**config.mk**
```make
export PLATFORM = sky130hd
export DESIGN_NAME = control_sequencer_flat
export DESIGN_NICKNAME = d
export VERILOG_FILES = /design/src/rtl/cpu_pkg.sv /design/src/rtl/control_sequencer_if.sv /design/src/rtl/control_sequencer_op_decode.sv /design/src/rtl/control_sequencer.sv /design/src/flat_wrapper.sv
export SDC_FILE = /design/constraint.sdc
export NUM_CORES = 1
export LEC_CHECK = 0
export ABC_AREA = 1
export CAP_MARGIN = 20
export CORE_ASPECT_RATIO = 1.2
export CORE_MARGIN = 2
export CORE_UTILIZATION = 44
export DETAILED_ROUTE_END_ITERATION = 7
export PLACE_DENSITY = 0.79
export SYNTH_ARGS = -nofsm -noshare
export SYNTH_HDL_FRONTEND = slang
export SYNTH_SLANG_ARGS = --single-unit
export TNS_END_PERCENT = 100
```
**constraint.sdc**
```tcl
create_clock -name clock -period 1.8 [get_ports clock]
set_input_delay 0.36 -clock clock [delete_from_list [all_inputs] [get_ports clock]]
set_output_delay 0.36 -clock clock [all_outputs]
set_load 0.005 [all_outputs]
```
**src/rtl/cpu_pkg.sv**
```systemverilog
// cpu_pkg -- definitions shared by the control sequencer and the datapath.
//
// Contents:
//   OPW, ALU_OPW    opcode and ALU-select widths
//   OP_*            opcode values (IR[31:27])
//   ALU_*           ALU operation codes
//   state_t         sequencer states RESET, T0..T7, HALT
//   iclass_t        decoded instruction class
//   *_IDX           bit positions inside the Gsel/Rctl/PCctl/MEMctl/Zctl vectors
//   ctrl_t          bundle of every registered control output
package cpu_pkg;

  localparam int OPW     = 5;
  localparam int ALU_OPW = 4;

  localparam logic [OPW-1:0] OP_LD   = 5'b00000;
  localparam logic [OPW-1:0] OP_LDI  = 5'b00001;
  localparam logic [OPW-1:0] OP_ST   = 5'b00010;
  localparam logic [OPW-1:0] OP_ADD  = 5'b00011;
  localparam logic [OPW-1:0] OP_SUB  = 5'b00100;
  localparam logic [OPW-1:0] OP_AND  = 5'b00101;
  localparam logic [OPW-1:0] OP_OR   = 5'b00110;
  localparam logic [OPW-1:0] OP_ADDI = 5'b01100;
  localparam logic [OPW-1:0] OP_ANDI = 5'b01101;
  localparam logic [OPW-1:0] OP_ORI  = 5'b01110;
  localparam logic [OPW-1:0] OP_NOP  = 5'b11010;
  localparam logic [OPW-1:0] OP_HALT = 5'b11011;

  localparam logic [ALU_OPW-1:0] ALU_ADD = 4'd0;
  localparam logic [ALU_OPW-1:0] ALU_SUB = 4'd1;
  localparam logic [ALU_OPW-1:0] ALU_AND = 4'd2;
  localparam logic [ALU_OPW-1:0] ALU_OR  = 4'd3;

  typedef enum logic [3:0] {
    S_RESET, S_T0, S_T1, S_T2, S_T3, S_T4, S_T5, S_T6, S_T7, S_HALT
  } state_t;

  typedef enum logic [2:0] {
    CLS_ALU_R, CLS_ALU_I, CLS_LDI, CLS_LD, CLS_ST, CLS_NOP, CLS_HALT, CLS_BAD
  } iclass_t;

  // Gsel = {Gra,Grb,Grc}
  localparam int GRA_IDX = 2;
  localparam int GRB_IDX = 1;
  localparam int GRC_IDX = 0;
  // Rctl = {Rin,Rout,BAout}
  localparam int RIN_IDX   = 2;
  localparam int ROUT_IDX  = 1;
  localparam int BAOUT_IDX = 0;
  // PCctl = {PCout,PCin,IncPC}
  localparam int PCOUT_IDX = 2;
  localparam int PCIN_IDX  = 1;
  localparam int INCPC_IDX = 0;
  // MEMctl = {MARin,MDRin,MDRout,Read,Write}
  localparam int MARIN_IDX  = 4;
  localparam int MDRIN_IDX  = 3;
  localparam int MDROUT_IDX = 2;
  localparam int READ_IDX   = 1;
  localparam int WRITE_IDX  = 0;
  // Zctl = {Yin,Zin,Zlowout}
  localparam int YIN_IDX   = 2;
  localparam int ZIN_IDX   = 1;
  localparam int ZLOW_IDX  = 0;

  typedef struct packed {
    logic               run;
    logic [2:0]         gsel;
    logic [2:0]         rctl;
    logic               cout;
    logic [2:0]         pcctl;
    logic [4:0]         memctl;
    logic [2:0]         zctl;
    logic               irin;
    logic [ALU_OPW-1:0] alu_op;
  } ctrl_t;

endpackage

```
**src/rtl/control_sequencer_if.sv**
```systemverilog
// control_sequencer_if -- instruction/handshake inputs and control strobes
// between the control sequencer and the datapath.
//
//   IR, Mem_ready, Stop        datapath -> sequencer
//   Run, Gsel, Rctl, Cout,
//   PCctl, MEMctl, Zctl, IRin,
//   ALU_op, Illegal            sequencer -> datapath
//
// Modports: master = sequencer side, slave = datapath side.
interface control_sequencer_if;
  import cpu_pkg::*;

  logic [31:0]        IR;
  logic               Mem_ready;
  logic               Stop;
  logic               Run;
  logic [2:0]         Gsel;
  logic [2:0]         Rctl;
  logic               Cout;
  logic [2:0]         PCctl;
  logic [4:0]         MEMctl;
  logic [2:0]         Zctl;
  logic               IRin;
  logic [ALU_OPW-1:0] ALU_op;
  logic               Illegal;

  modport master (
    input  IR, Mem_ready, Stop,
    output Run, Gsel, Rctl, Cout, PCctl, MEMctl, Zctl, IRin, ALU_op, Illegal
  );

  modport slave (
    output IR, Mem_ready, Stop,
    input  Run, Gsel, Rctl, Cout, PCctl, MEMctl, Zctl, IRin, ALU_op, Illegal
  );

endinterface

```
**src/rtl/control_sequencer_op_decode.sv**
```systemverilog
// op_decode -- combinational opcode classifier.
//
//   opcode  in   IR[31:27]
//   iclass  out  instruction class (register ALU, immediate ALU, ldi, ld,
//                st, nop, halt, or BAD for anything undefined)
//   alu_op  out  ALU operation for ALU-class instructions, ADD otherwise
module op_decode
  import cpu_pkg::*;
(
  input  logic [OPW-1:0]     opcode,
  output iclass_t            iclass,
  output logic [ALU_OPW-1:0] alu_op
);

  // Undefined opcodes fall through to BAD so the sequencer can halt on them.
  always_comb begin
    iclass = CLS_BAD;
    alu_op = ALU_ADD;
    case (opcode)
      OP_LD:   iclass = CLS_LD;
      OP_LDI:  iclass = CLS_LDI;
      OP_ST:   iclass = CLS_ST;
      OP_ADD:  iclass = CLS_ALU_R;
      OP_SUB:  begin iclass = CLS_ALU_R; alu_op = ALU_SUB; end
      OP_AND:  begin iclass = CLS_ALU_R; alu_op = ALU_AND; end
      OP_OR:   begin iclass = CLS_ALU_R; alu_op = ALU_OR;  end
      OP_ADDI: iclass = CLS_ALU_I;
      OP_ANDI: begin iclass = CLS_ALU_I; alu_op = ALU_AND; end
      OP_ORI:  begin iclass = CLS_ALU_I; alu_op = ALU_OR;  end
      OP_NOP:  iclass = CLS_NOP;
      OP_HALT: iclass = CLS_HALT;
      default: iclass = CLS_BAD;
    endcase
  end

endmodule

```
**src/rtl/control_sequencer.sv**
```systemverilog
// control_sequencer -- multi-cycle Moore control unit for the RISC datapath.
//
//   clock    in   rising-edge clock
//   reset_n  in   asynchronous active-low reset; clears state and every strobe
//   bus      master modport of control_sequencer_if (IR, Mem_ready, Stop in;
//            all G/R, PC, MEM, Y/Z, IR-load and ALU strobes, Run, Illegal out)
//
// Outputs are registered: each edge loads the control word belonging to the
// state being entered, so strobes are glitch-free and drop as soon as reset
// is asserted.
module control_sequencer
  import cpu_pkg::*;
(
  input  logic                 clock,
  input  logic                 reset_n,
  control_sequencer_if.master  bus
);

  state_t             state, next_state;
  iclass_t            dec_class, cls_q, cls_use;
  logic [ALU_OPW-1:0] dec_alu, alu_q, alu_use;
  ctrl_t              ctrl_q, ctrl_next;
  logic               illegal_q;

  op_decode u_op_decode (
    .opcode (bus.IR[31:27]),
    .iclass (dec_class),
    .alu_op (dec_alu)
  );

  // Control word for a given state. 'fresh' is low while T1 is being
  // re-entered during a fetch wait so PCin is pulsed only once.
  function automatic ctrl_t ctrl_for(input state_t s, input iclass_t c,
                                     input logic [ALU_OPW-1:0] alu,
                                     input logic fresh);
    ctrl_t o;
    o     = '0;
    o.run = (s != S_RESET) && (s != S_HALT);
    case (s)
      S_T0: begin
        o.pcctl[PCOUT_IDX]  = 1'b1;
        o.pcctl[INCPC_IDX]  = 1'b1;
        o.memctl[MARIN_IDX] = 1'b1;
        o.zctl[ZIN_IDX]     = 1'b1;
        o.alu_op            = ALU_ADD;
      end
      S_T1: begin
        o.zctl[ZLOW_IDX]    = 1'b1;
        o.pcctl[PCIN_IDX]   = fresh;
        o.memctl[READ_IDX]  = 1'b1;
        o.memctl[MDRIN_IDX] = 1'b1;
      end
      S_T2: begin
        o.memctl[MDROUT_IDX] = 1'b1;
        o.irin               = 1'b1;
      end
      S_T3: begin
        if (c inside {CLS_ALU_R, CLS_ALU_I, CLS_LDI, CLS_LD, CLS_ST}) begin
          o.gsel[GRB_IDX] = 1'b1;
          o.zctl[YIN_IDX] = 1'b1;
          if (c inside {CLS_ALU_R, CLS_ALU_I}) o.rctl[ROUT_IDX]  = 1'b1;
          else                                 o.rctl[BAOUT_IDX] = 1'b1;
        end
      end
      S_T4: begin
        case (c)
          CLS_ALU_R: begin
            o.gsel[GRC_IDX]  = 1'b1;
            o.rctl[ROUT_IDX] = 1'b1;
            o.alu_op         = alu;
            o.zctl[ZIN_IDX]  = 1'b1;
          end
          CLS_ALU_I: begin
            o.cout          = 1'b1;
            o.alu_op        = alu;
            o.zctl[ZIN_IDX] = 1'b1;
          end
          CLS_LDI, CLS_LD, CLS_ST: begin
            o.cout          = 1'b1;
            o.alu_op        = ALU_ADD;
            o.zctl[ZIN_IDX] = 1'b1;
          end
          default: ;
        endcase
      end
      S_T5: begin
        o.zctl[ZLOW_IDX] = 1'b1;
        if (c inside {CLS_LD, CLS_ST}) begin
          o.memctl[MARIN_IDX] = 1'b1;
        end else begin
          o.gsel[GRA_IDX] = 1'b1;
          o.rctl[RIN_IDX] = 1'b1;
        end
      end
      S_T6: begin
        o.memctl[MDRIN_IDX] = 1'b1;
        if (c == CLS_ST) begin
          // Store data comes from Ra over the bus, not from memory.
          o.gsel[GRA_IDX]  = 1'b1;
          o.rctl[ROUT_IDX] = 1'b1;
        end else begin
          o.memctl[READ_IDX] = 1'b1;
        end
      end
      S_T7: begin
        if (c == CLS_ST) begin
          o.memctl[WRITE_IDX] = 1'b1;
        end else begin
          o.memctl[MDROUT_IDX] = 1'b1;
          o.gsel[GRA_IDX]      = 1'b1;
          o.rctl[RIN_IDX]      = 1'b1;
        end
      end
      default: ;
    endcase
    return o;
  endfunction

  // Leaving T2 the class comes straight from the decoder, since that is the
  // edge at which it gets latched; afterwards the latched copy is used.
  always_comb begin
    cls_use = (state == S_T2) ? dec_class : cls_q;
    alu_use = (state == S_T2) ? dec_alu   : alu_q;
  end

  // Sequencing rules. Stop is only looked at on the last step of an
  // instruction; memory steps hold until Mem_ready is sampled high.
  always_comb begin
    next_state = state;
    case (state)
      S_RESET: next_state = S_T0;
      S_T0:    next_state = S_T1;
      S_T1:    if (bus.Mem_ready) next_state = S_T2;
      S_T2:    next_state = S_T3;
      S_T3: begin
        case (cls_q)
          CLS_NOP:           next_state = bus.Stop ? S_HALT : S_T0;
          CLS_HALT, CLS_BAD: next_state = S_HALT;
          default:           next_state = S_T4;
        endcase
      end
      S_T4:    next_state = S_T5;
      S_T5: begin
        if (cls_q inside {CLS_LD, CLS_ST}) next_state = S_T6;
        else                               next_state = bus.Stop ? S_HALT : S_T0;
      end
      S_T6:    if (cls_q == CLS_ST || bus.Mem_ready) next_state = S_T7;
      S_T7: begin
        if (cls_q == CLS_LD || bus.Mem_ready)
          next_state = bus.Stop ? S_HALT : S_T0;
      end
      S_HALT:  next_state = S_HALT;
      default: next_state = S_RESET;
    endcase
  end

  always_comb ctrl_next = ctrl_for(next_state, cls_use, alu_use, state != S_T1);

  // State register, latched opcode class, registered strobes and the sticky
  // Illegal flag, which rises together with the T3 of an undefined opcode.
  always_ff @(posedge clock or negedge reset_n) begin
    if (!reset_n) begin
      state     <= S_RESET;
      cls_q     <= CLS_NOP;
      alu_q     <= ALU_ADD;
      ctrl_q    <= '0;
      illegal_q <= 1'b0;
    end else begin
      state  <= next_state;
      ctrl_q <= ctrl_next;
      if (state == S_T2) begin
        cls_q <= dec_class;
        alu_q <= dec_alu;
        if (dec_class == CLS_BAD) illegal_q <= 1'b1;
      end
    end
  end

  assign bus.Run     = ctrl_q.run;
  assign bus.Gsel    = ctrl_q.gsel;
  assign bus.Rctl    = ctrl_q.rctl;
  assign bus.Cout    = ctrl_q.cout;
  assign bus.PCctl   = ctrl_q.pcctl;
  assign bus.MEMctl  = ctrl_q.memctl;
  assign bus.Zctl    = ctrl_q.zctl;
  assign bus.IRin    = ctrl_q.irin;
  assign bus.ALU_op  = ctrl_q.alu_op;
  assign bus.Illegal = illegal_q;

endmodule

```
**src/flat_wrapper.sv**
```systemverilog
// flat-port wrapper written by rule: the top's interface ports become plain ports
module control_sequencer_flat import cpu_pkg::*;
  (clock, reset_n, bus_IR, bus_Mem_ready, bus_Stop, bus_Run, bus_Gsel, bus_Rctl, bus_Cout, bus_PCctl, bus_MEMctl, bus_Zctl, bus_IRin, bus_ALU_op, bus_Illegal);
  control_sequencer_if bus_i ();
  input  logic clock;
  input  logic reset_n;
  input wire logic [$bits(bus_i.IR)-1:0] bus_IR;
  input wire logic [$bits(bus_i.Mem_ready)-1:0] bus_Mem_ready;
  input wire logic [$bits(bus_i.Stop)-1:0] bus_Stop;
  output wire logic [$bits(bus_i.Run)-1:0] bus_Run;
  output wire logic [$bits(bus_i.Gsel)-1:0] bus_Gsel;
  output wire logic [$bits(bus_i.Rctl)-1:0] bus_Rctl;
  output wire logic [$bits(bus_i.Cout)-1:0] bus_Cout;
  output wire logic [$bits(bus_i.PCctl)-1:0] bus_PCctl;
  output wire logic [$bits(bus_i.MEMctl)-1:0] bus_MEMctl;
  output wire logic [$bits(bus_i.Zctl)-1:0] bus_Zctl;
  output wire logic [$bits(bus_i.IRin)-1:0] bus_IRin;
  output wire logic [$bits(bus_i.ALU_op)-1:0] bus_ALU_op;
  output wire logic [$bits(bus_i.Illegal)-1:0] bus_Illegal;
  assign bus_i.IR = bus_IR;
  assign bus_i.Mem_ready = bus_Mem_ready;
  assign bus_i.Stop = bus_Stop;
  assign bus_Run = bus_i.Run;
  assign bus_Gsel = bus_i.Gsel;
  assign bus_Rctl = bus_i.Rctl;
  assign bus_Cout = bus_i.Cout;
  assign bus_PCctl = bus_i.PCctl;
  assign bus_MEMctl = bus_i.MEMctl;
  assign bus_Zctl = bus_i.Zctl;
  assign bus_IRin = bus_i.IRin;
  assign bus_ALU_op = bus_i.ALU_op;
  assign bus_Illegal = bus_i.Illegal;
  control_sequencer u_core (.clock(clock), .reset_n(reset_n), .bus(bus_i));
endmodule
```
After elaboration in Yosys (flattened, before gate mapping)
Cells that the tools add are included.

Shifts and indexed selects: 0. Bitwise gates (word level): 0. Add/subtract/negate cells: 0. Order comparisons: 0. Equal/unequal tests: 40. Reductions and logical operators: 22. Multiplexer cells: 41. Divide/modulo/power cells: 0. Multiply operators: 0.

Operators with widths (number): one-hot mux 4 bit (10 select lines) (1); equality test 4 x 3 -> 1 bit (second input constant) (8); 2-to-1 mux 4 bit (8); one-hot mux 3 bit (7 select lines) (1); 2-to-1 mux 1 bit (20); equality test 3 bit (second input constant) (6); equality test 4 x 2 -> 1 bit (second input constant) (4); equality test 5 x 3 -> 1 bit (second input constant) (3); equality test 5 x 4 -> 1 bit (second input constant) (3); equality test 4 bit (second input constant) (3); OR reduction 2 bit (6); equality test 5 x 2 -> 1 bit (second input constant) (2); equality test 5 bit (second input constant) (2); one-hot mux 1 bit (2 select lines) (5); equality test 3 x 2 -> 1 bit (second input constant) (3); equality test 4 x 1 -> 1 bit (second input constant) (2); one-hot mux 4 bit (2 select lines) (1); OR reduction 4 bit (2); one-hot mux 1 bit (3 select lines) (2); one-hot mux 2 bit (3 select lines) (1); nonzero test 2 bit (3); equality test 5 x 1 -> 1 bit (second input constant) (1); logical NOT 5 bit (1); nonzero test 5 bit (1); 13 further kinds (14).

Memory bits (writable): 0. Logic and storage cells: 116. Latch bits: 0. ROM bits: 0. Flip-flop bits (word level): 36. Input port bits: 36. Memories: 0.

Logic depth before layout (Yosys ltp)
Gate-level depths: netlist (run 1).

Depth in word-level cells: 9. Mapped depth: 13. Mapped depth without buffers: 13.

Cells and area by module
From an unflattened synthesis (run 1), not the netlist that was laid out.

Cell total of the unflattened synthesis: 219. Area, all modules: 1740.4 um^2.

Modules (own cells, without submodules): control_sequencer (area each 1557.7 um^2, cells an instance 181, times used 1); op_decode (area each 182.7 um^2, cells an instance 38, times used 1).

Least setup slack after synthesis (run 1)
Ideal clock, no wire load.

Path type: flip-flop to flip-flop. From: register u_core.state[3]. To: register u_core.ctrl_q, in the netlist u_core.bus.ALU_op[1]. Buffers on the path: 0. Setup time: 0.125 ns. Setup slack: 0.338 ns. Cell stages (with the launch flop): 11. Arrival time: 1.337 ns. Path through: dfrtp_1 > nor2_1 > inv_1 > nor2_8 > inv_2 > nand2_1 > nand2_4 > nand3_4 > nand2_2 > nand2_4 > nor2_2.

RTL lines: start, declared (RTL line control_sequencer.sv:19) `state_t state, next_state;`; start signal, assigned (RTL line control_sequencer.sv:169) `state <= next_state;`; end signal, assigned (RTL line control_sequencer.sv:170) `ctrl_q <= ctrl_next;`; end, declared (RTL line control_sequencer.sv:22) `ctrl_t ctrl_q, ctrl_next;`.

==> results of run 1 <==
path summary, 6_finish.rpt:
check / from / end / depth (start not counted)
worst max-delay path: u_core.cls_q[0] / u_core.bus.MEMctl[4] / 10
worst min-delay path: reset_n / u_core.state[2] / 1
worst max register to register: u_core.cls_q[0] / u_core.bus.MEMctl[4] / 10
worst min register to register: u_core.alu_q[3] / u_core.alu_q[3] / 2
max in group asynchronous: reset_n / u_core.bus.ALU_op[2] / 2
min in group clock: u_core.alu_q[3] / u_core.alu_q[3] / 2
critical path, delay by kind of cell, from the launching register on:
family	cells	cell delay, ns
flip-flops	1	0.54
buffers and inverters	2	0.11
AO/OA/AOI/OAI	1	0.19
AND/OR/NAND/NOR	7	0.75
final cells by class:
| cell class | instances | area (um^2) |
|---|---|---|
| Inverter | 37 | 138.9 |
| Clock buffer | 7 | 86.33 |
| Multi-Input combinational cell | 135 | 724.4 |
| Clock inverter | 1 | 5.005 |
| Tap cell | 52 | 65.06 |
| Fill cell | 318 | 1350 |
| Sequential cell | 34 | 853.3 |
| Timing Repair Buffer | 51 | 470.5 |
stage by stage:
step	cells	setup WS, ns	hold slack [ns]	setup TNS, ns	power [mW]
after global placement	306	-0.2953	0.4626	-3.562	2.629
after floorplan	208	0.3381	0.06441	0	2.062
after detailed placement	306	-0.3224	0.4690	-3.981	2.669
after global routing	317	-0.02594	0.3882	-0.03725	3.534
final	317	0.1260	0.3691	0	3.289
after CTS	314	0.005455	0.3776	0	3.242
kinds of logic (layout without fill, tap and decap cells):
| family | count (synthesis) | after routing |
|---|---|---|
| compound gates | 16 | 16 |
| buf+inv | 39 | 96 |
| flops | 34 | 34 |
| simple gates | 119 | 119 |
routing by layer:
layer	up-vias	part of all wire, %	track usage (%)
met4	0	2.5	7.729
met5	-	0	0
met1	707	40	17.50
met2	40	53	30.23
met3	9	4.6	5.348
li1	748	-	-
sequential cells by signal, indices dropped and copies added (netlist names):
register,count
u_core.bus.MEMctl,5
u_core.alu_q,4
u_core.bus.ALU_op,4
u_core.state,4
u_core.bus.Gsel,3
u_core.bus.Rctl,3
u_core.cls_q,3
u_core.bus.PCctl,2
u_core.bus.Zctl,2
u_core.bus.Cout,1
u_core.bus.IRin,1
u_core.bus.Illegal,1
u_core.bus.Run,1
Yosys cell counts (all sizes together):
library cell / count / area share [%]
a21oi: 7 / 2.3
o21ai: 4 / 1.2
inv: 36 / 7.9
buf: 2 / 0.88
clkinv: 1 / 0.22
a22oi: 1 / 0.44
nand3: 20 / 7.9
nor3: 5 / 1.8
a21boi: 1 / 0.44
dfrtp: 32 / 47
dfstp: 2 / 3.1
nand4: 2 / 0.73
o21a: 1 / 0.44
o21bai: 1 / 0.44
nand2: 62 / 16
nor2: 30 / 9.0
o211ai: 1 / 0.44
power groups by stage:
stage | logic, mW | clock network (mW) | registers (mW)
3_3_place_gp | 1.52 | 0 | 1.11
4_1_cts | 1.56 | 0.579 | 1.10
6_report | 1.61 | 0.569 | 1.11
5_1_grt | 1.80 | 0.610 | 1.13
2_1_floorplan | 0.949 | 0 | 1.11
3_5_place_dp | 1.55 | 0 | 1.12
what timing repair did:
| action | 4_1_cts | 5_1_grt |
|---|---|---|
| pin swaps | 1 | 2 |
| setup endpoints to repair | 3 | 13 |
| gates resized for setup | 3 | 8 |
| buffers inserted | 0 | 3 |
| hold buffers | 0 | 0 |
==> metrics, run 1 <==
vias in the first global route=1329; All-Layer GR Usage=16.94%; Antenna Violating Nets Remaining=0; vias per cell=4.744; Cell Rows=24; Achievable Freq=0.5974 GHz; P_sw=1.275 mW; Routed WL=3326 um; clk sinks=34; DRC errors left=0; H-tree depth reported by CTS=2; drt first pass iters=4; cell repeated most along the worst path=nand2_1; final-report hold violation count=0; Final Setup Violations=0; most common cell after layout, fill and taps aside=nand2_1; finished layout cell area=2344 um^2; Die H=72.35 um; Worst setup SP type=flop; most frequent cells in the layout=nand2_1 (51), dfrtp_1 (32), clkdlybuf4s50_1 (28), inv_1 (25), buf_4 (18); Sw Ratio=38.76%; CP max-delay cell=dfstp_2; slowest stage delay, CP=0.54 ns; Synthesized Nets=244; layout cells sized above 1=26.42%; largest net degree at the start of global routing=14; Synth Area in Simple Gates=35.57%; Req. time, crit path=2.02 ns; Slew HR=71.85%; Top-Level Pins=61; Routed wire per std cell=10.49 um; outcome=completed; Compound-Gate Fraction of Synth Area=5.625%; #FFs+latches synth=34; global route total overflow=0; CP max FO=3; max_cap viols=0; vias post-DR=1504; Clock Power Share=17.3%; syn_area_per_cell=8.235 um^2; Pwr per Cell Area=1403 nW/um^2; dpl hpwl=2638 um; CP Capture Type=flop; IO buf count=33; die area=4410 um^2; first-iteration detailed-routing DRC count=28; post-synthesis cell area=1713 um^2; fin nets=300; post-synthesis mux area share=0%; worst slew pin tran=0.4209 ns; worst-path cell chain=inv_1 -> nand3_1 -> nand2_1 -> nand3_1 -> nand2_1 -> a21oi_2 -> inv_2 -> nor2_1 -> nand2_1 -> nand2_1; CTS Buffer Depth=2; synth warn=0; total CTS buffers=5; Final min period=1.674 ns; cell count after synthesis=208; register share of total power=33.7%; Cell variety after synth=27; Pint=2.014 mW; Post-Synth Adder-Cell Area=0%; combinational power share=49.0%; Antenna diodes=0; final slew viol count=0; final core utilization=63.45%; Setup Skew=0.008883 ns; RSZ-0062 raised after global routing=true; Critical Path AT=1.89 ns; initial antenna violation count=0; CTS tree=done; xor/xnor share of the synthesized area=0%; Core Area=3694 um^2; Reg clk slew, reported paths=0.07 ns; GPL Wtd Cong=0.7901; Hold Crit Class=in -> async; Worst-Skew Late Latency=0.29 ns; Area after DPL=2206 um^2; LEAKAGE=1.261 nW; Die Width=60.96 um; largest family of logic cells by synthesized area=simple AND/OR/NAND/NOR gates; peak supply drop=0.0005721 V; post-synthesis sequential area ratio=49.82%; Crit Path Class=reg -> reg; Starting Density=46.38%; first-pass GRT wire length=5457 um; reg2reg setup slack=0.13 ns; Tcrit/Tclk final=93.00%; synth-to-layout area growth=36.82%; CTS root buffer=clkbuf_8
(Power assumes the default switching activity.)
==> run 2, diff against run 1 <==
--- a/config.mk
+++ b/config.mk
@@ -6,9 +6,9 @@
 export NUM_CORES = 1
 export LEC_CHECK = 0
 export ABC_AREA = 1
+export ABC_CLOCK_PERIOD_IN_PS = 1800
 export CAP_MARGIN = 20
 export CORE_ASPECT_RATIO = 1.2
-export CORE_MARGIN = 2
 export CORE_UTILIZATION = 44
 export DETAILED_ROUTE_END_ITERATION = 7
 export PLACE_DENSITY = 0.79
==> run 2 against run 1 <==
Against the previous run: register-to-register slack about the same; setup slack worse by 0.0093 ns; die area fell by 6.0%; critical path depth did not move; wire length is 2.6% lower; final area fell by 0.80%; first-iteration DRC count is 7.1% lower; cell count is 1.9% lower.
==> metrics, run 2 (synthesis gave the netlist of run 1 again) <==
drt first pass iters=4 (unchanged); Worst Setup Slack, final=0.1167 ns (-0.009295 ns); hold buffers post-CTS=0 (unchanged); Setup Skew=0.007783 ns (-0.001099 ns); most common cell after layout, fill and taps aside=nand2_1; CP max FO=10 (+7); Req. time, crit path=1.97 ns (-0.05 ns); initial antenna violation count=0 (unchanged); Crit Path Class=reg -> reg; Tcrit/Tclk final=93.51% (+0.52 points); dpl cells=303 (-0.98%); Die Width=58.96 um (-3.3%); CTS tree=done; Critical Path AT=1.85 ns (-0.04 ns); Non-Filler Instances=311 (-1.9%); peak supply drop=0.0006827 V (+19%); R2R depth=10 (unchanged); Antenna Violating Nets Remaining=0 (unchanged); global route total overflow=0 (unchanged); Antenna diodes=0 (unchanged); Routed WL=3238 um (-2.6%); total power=3.273 mW (-0.49%); vias in the first global route=1328 (-0.075%); Achievable Freq=0.5941 GHz (-0.55%); first-iteration detailed-routing DRC count=26 (-7.1%); Hold Crit Class=in -> async; # fillers=324 (+1.9%); final slew viol count=0 (unchanged); dpl hpwl=2445 um (-7.3%); final-report hold violation count=0 (unchanged); CTS root buffer=clkbuf_8; outcome=completed; Routed wire per std cell=10.41 um (-0.77%); clk sinks=34 (unchanged); final core utilization=63.46% (about the same); fin nets=294 (-2.0%); pre-CTS setup slack=-0.3134 ns (+0.008960 ns); M2 GR Usage=30.93% (+0.71 points); DRC errors left=0 (unchanged); H-tree depth reported by CTS=2 (unchanged); Worst setup SP type=flop; CTS Buffer Depth=2 (unchanged); IO buf count=33 (unchanged); Pwr per Cell Area=1408 nW/um^2 (+0.32%); largest net degree at the start of global routing=35 (+21); Worst-Skew Late Latency=0.29 ns (about the same); total CTS buffers=5 (unchanged); Die H=70.35 um (-2.8%); met1 usage=18.50% (+1.0 points); Final Setup Violations=0 (unchanged); synth-to-layout area growth=35.72%; Final min period=1.683 ns (+0.009295 ns); CP Capture Type=flop; layout cells sized above 1=25.87% (-0.55 points); vias post-DR=1459 (-3.0%); start of the worst register-to-register path=u_core.state[3]; Area after DPL=2183 um^2 (-1.0%); RSZ-0062 raised after global routing=false; Slew HR=72.83% (+0.97 points); reg2reg setup slack=0.12 ns (about the same); grt met3 use=5.741% (+0.39 points); Core Area=3664 um^2 (-0.81%); LEAKAGE=1.233 nW (-2.2%); Top-Level Pins=61 (unchanged); Reg clk slew, reported paths=0.07 ns (about the same); max_cap viols=0 (unchanged); All-Layer GR Usage=17.53% (+0.59 points); GPL Wtd Cong=0.8546 (+8.2%); worst r2r dst=u_core.bus.Gsel[2]; die area=4147 um^2 (-6.0%); first-pass GRT wire length=5437 um (-0.37%); busiest grt layer=met2; finished layout cell area=2325 um^2 (-0.80%); Largest register FFs=5 (unchanged); vias per cell=4.691 (-1.1%); most frequent cells in the layout=nand2_1 (50), dfrtp_1 (32), clkdlybuf4s50_1 (28), inv_1 (25), nor2_1 (16); worst slew pin tran=0.4076 ns (-0.01329 ns); Cell Rows=24 (unchanged); Starting Density=46.76% (+0.38 points)
run 2: per-stage QoR:
step                      setup TNS, ns  hold slack [ns]
after floorplan                       0          0.06441
after global placement           -3.518           0.4599
after detailed placement         -3.869           0.4618
after CTS                             0           0.4838
after global routing                  0           0.4925
final                                 0           0.4803
run 2: layout make-up:
| class | count | area [um^2] | area share (%) |
|---|---|---|---|
| Sequential cell | 34 | 853.3 | 36.71 |
| Tap cell | 52 | 65.06 | 2.799 |
| Clock buffer | 7 | 86.33 | 3.714 |
| Multi-Input combinational cell | 135 | 750.7 | 32.29 |
| Clock inverter | 1 | 5.005 | 0.2153 |
| Inverter | 37 | 138.9 | 5.974 |
| Timing Repair Buffer | 45 | 425.4 | 18.30 |
run 2: report_power, final:
part           internal (mW)  switching [mW]
logic                  0.685           0.915
clock network          0.308           0.261
registers              0.999           0.105
total                   1.99            1.28
run 2: how the worst max path moves through the flow:
stage,startpoint,end,slack (ns)
2_1_floorplan,u_core.state[3],u_core.bus.ALU_op[1],0.34
3_3_place_gp,bus_IR[28],u_core.bus.Gsel[2],-0.30
3_5_place_dp,bus_IR[28],u_core.bus.Gsel[2],-0.31
4_1_cts,bus_IR[30],u_core.bus.ALU_op[1],0.005
5_1_grt,u_core.cls_q[0],u_core.bus.Gsel[2],0.003
6_report,u_core.state[3],u_core.bus.Gsel[2],0.12
run 2: worst max-delay path: stages, from the launching register on:
cell	delay [ns]
dfrtp_1	0.43
nor2_1	0.16
inv_1	0.13
nor2_8	0.18
inv_2	0.12
nand2_1	0.12
nand2_4	0.09
inv_2	0.06
nand3_1	0.09
nand3_1	0.10
nand3_1	0.07
run 2: metal layers:
| metal | vias up | routed length, um |
|---|---|---|
| li1 | 742 | - |
| met1 | 677 | 1270 |
| met2 | 33 | 1762 |
| met3 | 7 | 122 |
| met4 | 0 | 83 |
| met5 | - | 0 |
run 2: timing repair:
action / in CTS / in global routing
buffers inserted: 0 / 0
setup endpoints to repair: 6 / 16
resized for setup: 2 / 14
gates cloned: 0 / 0
pin swaps: 0 / 4
==> run 3, diff against run 2 <==
--- a/config.mk
+++ b/config.mk
@@ -9,9 +9,9 @@
 export ABC_CLOCK_PERIOD_IN_PS = 1800
 export CAP_MARGIN = 20
 export CORE_ASPECT_RATIO = 1.2
-export CORE_UTILIZATION = 44
+export CORE_UTILIZATION = 50
 export DETAILED_ROUTE_END_ITERATION = 7
-export PLACE_DENSITY = 0.79
+export DONT_BUFFER_PORTS = 1
 export SYNTH_ARGS = -nofsm -noshare
 export SYNTH_HDL_FRONTEND = slang
 export SYNTH_SLANG_ARGS = --single-unit
==> run 3 against run 2 <==
Against the previous run: global-route usage up 2.7 points; sequential power up 5%; power down 13%; final area down 17%; critical path depth up 1; largest power group unchanged; register-to-register slack better by 0.02 ns; hold slack worse by 0.21 ns; clock power down 25%; count of clock-buffer cells in the layout unchanged; highest routed layer unchanged.
==> metrics, run 3 (synthesis gave the netlist of run 1 again) <==
first-pass GRT wire length=5526 um (+1.6%); Setup Skew=0.01258 ns (+0.004792 ns); Req. time, crit path=2.07 ns (+0.10 ns); peak supply drop=0.0009877 V (+45%); Antenna Violating Nets Remaining=0 (unchanged); RSZ-0062 raised after global routing=true; drt first pass iters=4 (unchanged); vias per cell=5.227 (+11%); Reg clk slew, reported paths=0.10 ns (+0.03 ns); final slew viol count=0 (unchanged); Antenna diodes=0 (unchanged); dpl hpwl=2375 um (-2.9%); Tcrit/Tclk final=92.64% (-0.87 points); Core Area=3166 um^2 (-14%); vias post-DR=1338 (-8.3%); GPL Wtd Cong=0.8305 (-2.8%); vias in the first global route=1361 (+2.5%); Critical Path AT=1.94 ns (+0.09 ns); Routed WL=3237 um (about the same); pre-CTS setup slack=0.1340 ns (+0.4475 ns); DRC errors left=0 (unchanged); LEAKAGE=1.047 nW (-15%); CTS tree=done; outcome=completed; Largest register FFs=5 (unchanged); max_cap viols=0 (unchanged); Slew HR=82.48% (+9.7 points); # fillers=276 (-15%); Routed wire per std cell=12.64 um (+21%); Hold Crit Class=in -> reg; die area=3665 um^2 (-12%); initial antenna violation count=0 (unchanged); total power=2.861 mW (-13%); Min Hold Slack=0.2664 ns (-0.2139 ns); total CTS buffers=5 (unchanged); synth-to-layout area growth=12.05%; fin nets=255 (-13%); Final min period=1.668 ns (-0.01572 ns); Cell Rows=22 (-8.3%); worst slew pin tran=0.2607 ns (-0.1469 ns); Area after DPL=1758 um^2 (-19%); CTS Buffer Depth=2 (unchanged); Die Width=55.43 um (-6.0%); global route total overflow=0 (unchanged); clk sinks=34 (unchanged); Top-Level Pins=61 (unchanged); first-iteration detailed-routing DRC count=49 (+88%); CP max FO=5 (-5); most frequent cells in the layout=nand2_1 (49), dfrtp_1 (31), inv_1 (24), nor2_2 (15), nand3_1 (15); H-tree depth reported by CTS=2 (unchanged); All-Layer GR Usage=20.24% (+2.7 points); layout cells sized above 1=30.00% (+4.1 points); IO buf count=0 (-100%); most common cell after layout, fill and taps aside=nand2_1; Worst-Skew Late Latency=0.34 ns (+0.05 ns); Worst Setup Slack, final=0.1325 ns (+0.01572 ns); finished layout cell area=1919 um^2 (-17%); CTS root buffer=clkbuf_4; CP Capture Type=flop; Die H=66.12 um (-6.0%); Worst setup SP type=flop; largest net degree at the start of global routing=35 (unchanged); Starting Density=54.11% (+7.4 points); final-report hold violation count=0 (unchanged); Crit Path Class=reg -> reg; Final Setup Violations=0 (unchanged); Achievable Freq=0.5997 GHz (+0.94%); Pwr per Cell Area=1490 nW/um^2 (+5.9%)
## run 3: worst paths after layout
| check | from | endpoint | slack (ns) | cells past startpoint |
|---|---|---|---|---|
| worst max-delay path | u_core.state[3] | u_core.bus.Gsel[2] | 0.13 | 11 |
| worst min-delay path | bus_Mem_ready | u_core.bus.MEMctl[2] | 0.27 | 2 |
| worst max register to register | u_core.state[3] | u_core.bus.Gsel[2] | 0.13 | 11 |
| worst min register to register | u_core.alu_q[3] | u_core.alu_q[3] | 0.49 | 2 |
| max in group asynchronous | reset_n | u_core.cls_q[2] | 1.11 | 2 |
| min in group asynchronous | reset_n | u_core.bus.PCctl[1] | 0.45 | 2 |
## run 3: critical path, stage by stage, from the launching register on
cell and delay, ns:
dfrtp_1 0.44, inv_2 0.14, nand2_2 0.10, inv_1 0.09, nand2_1 0.08, nor3_2 0.15
nor3_1 0.07, nand2_1 0.18, inv_1 0.08, nor2_1 0.09, nand2_1 0.10, nand3_1 0.09
## run 3: repair_timing
action | CTS | global route
hold buffers | 2 | 0
endpoints found under the hold margin | 34 | 0
buffers inserted | 0 | 2
setup endpoints to repair | 0 | 10
gates resized for setup | 0 | 17
## run 3: routing by layer
metal	part of all wire [%]	track usage, %	vias to the layer above	wire length [um]
li1	-	-	667	-
met2	54	37.95	30	1757
met5	0	0	-	0
met4	2.8	12.50	0	92
met1	39	19.27	633	1263
met3	3.8	6.067	8	122
## run 3: cell type report
| type | instances | area (um^2) | area share (%) |
|---|---|---|---|
| Timing Repair Buffer | 6 | 60.06 | 3.129 |
| Clock inverter | 1 | 5.005 | 0.2608 |
| Multi-Input combinational cell | 135 | 760.7 | 39.63 |
| Sequential cell | 34 | 854.6 | 44.52 |
| Clock buffer | 7 | 55.05 | 2.868 |
| Tap cell | 36 | 45.04 | 2.347 |
| Inverter | 37 | 138.9 | 7.236 |
## run 3: where the power goes
part           total (mW)  switching [mW]  internal, mW
logic                1.28           0.844         0.433
registers            1.15           0.154          1.00
clock network       0.429           0.240         0.189
## run 3: through the flow
stage               utilization (%)  TNS (ns)  instances
global placement              55.53         0        244
floorplan                         -         0        208
CTS                           58.38         0        254
finish                        60.63         0        256
global route                  60.63  -0.01116        256
detailed placement            55.53         0        244
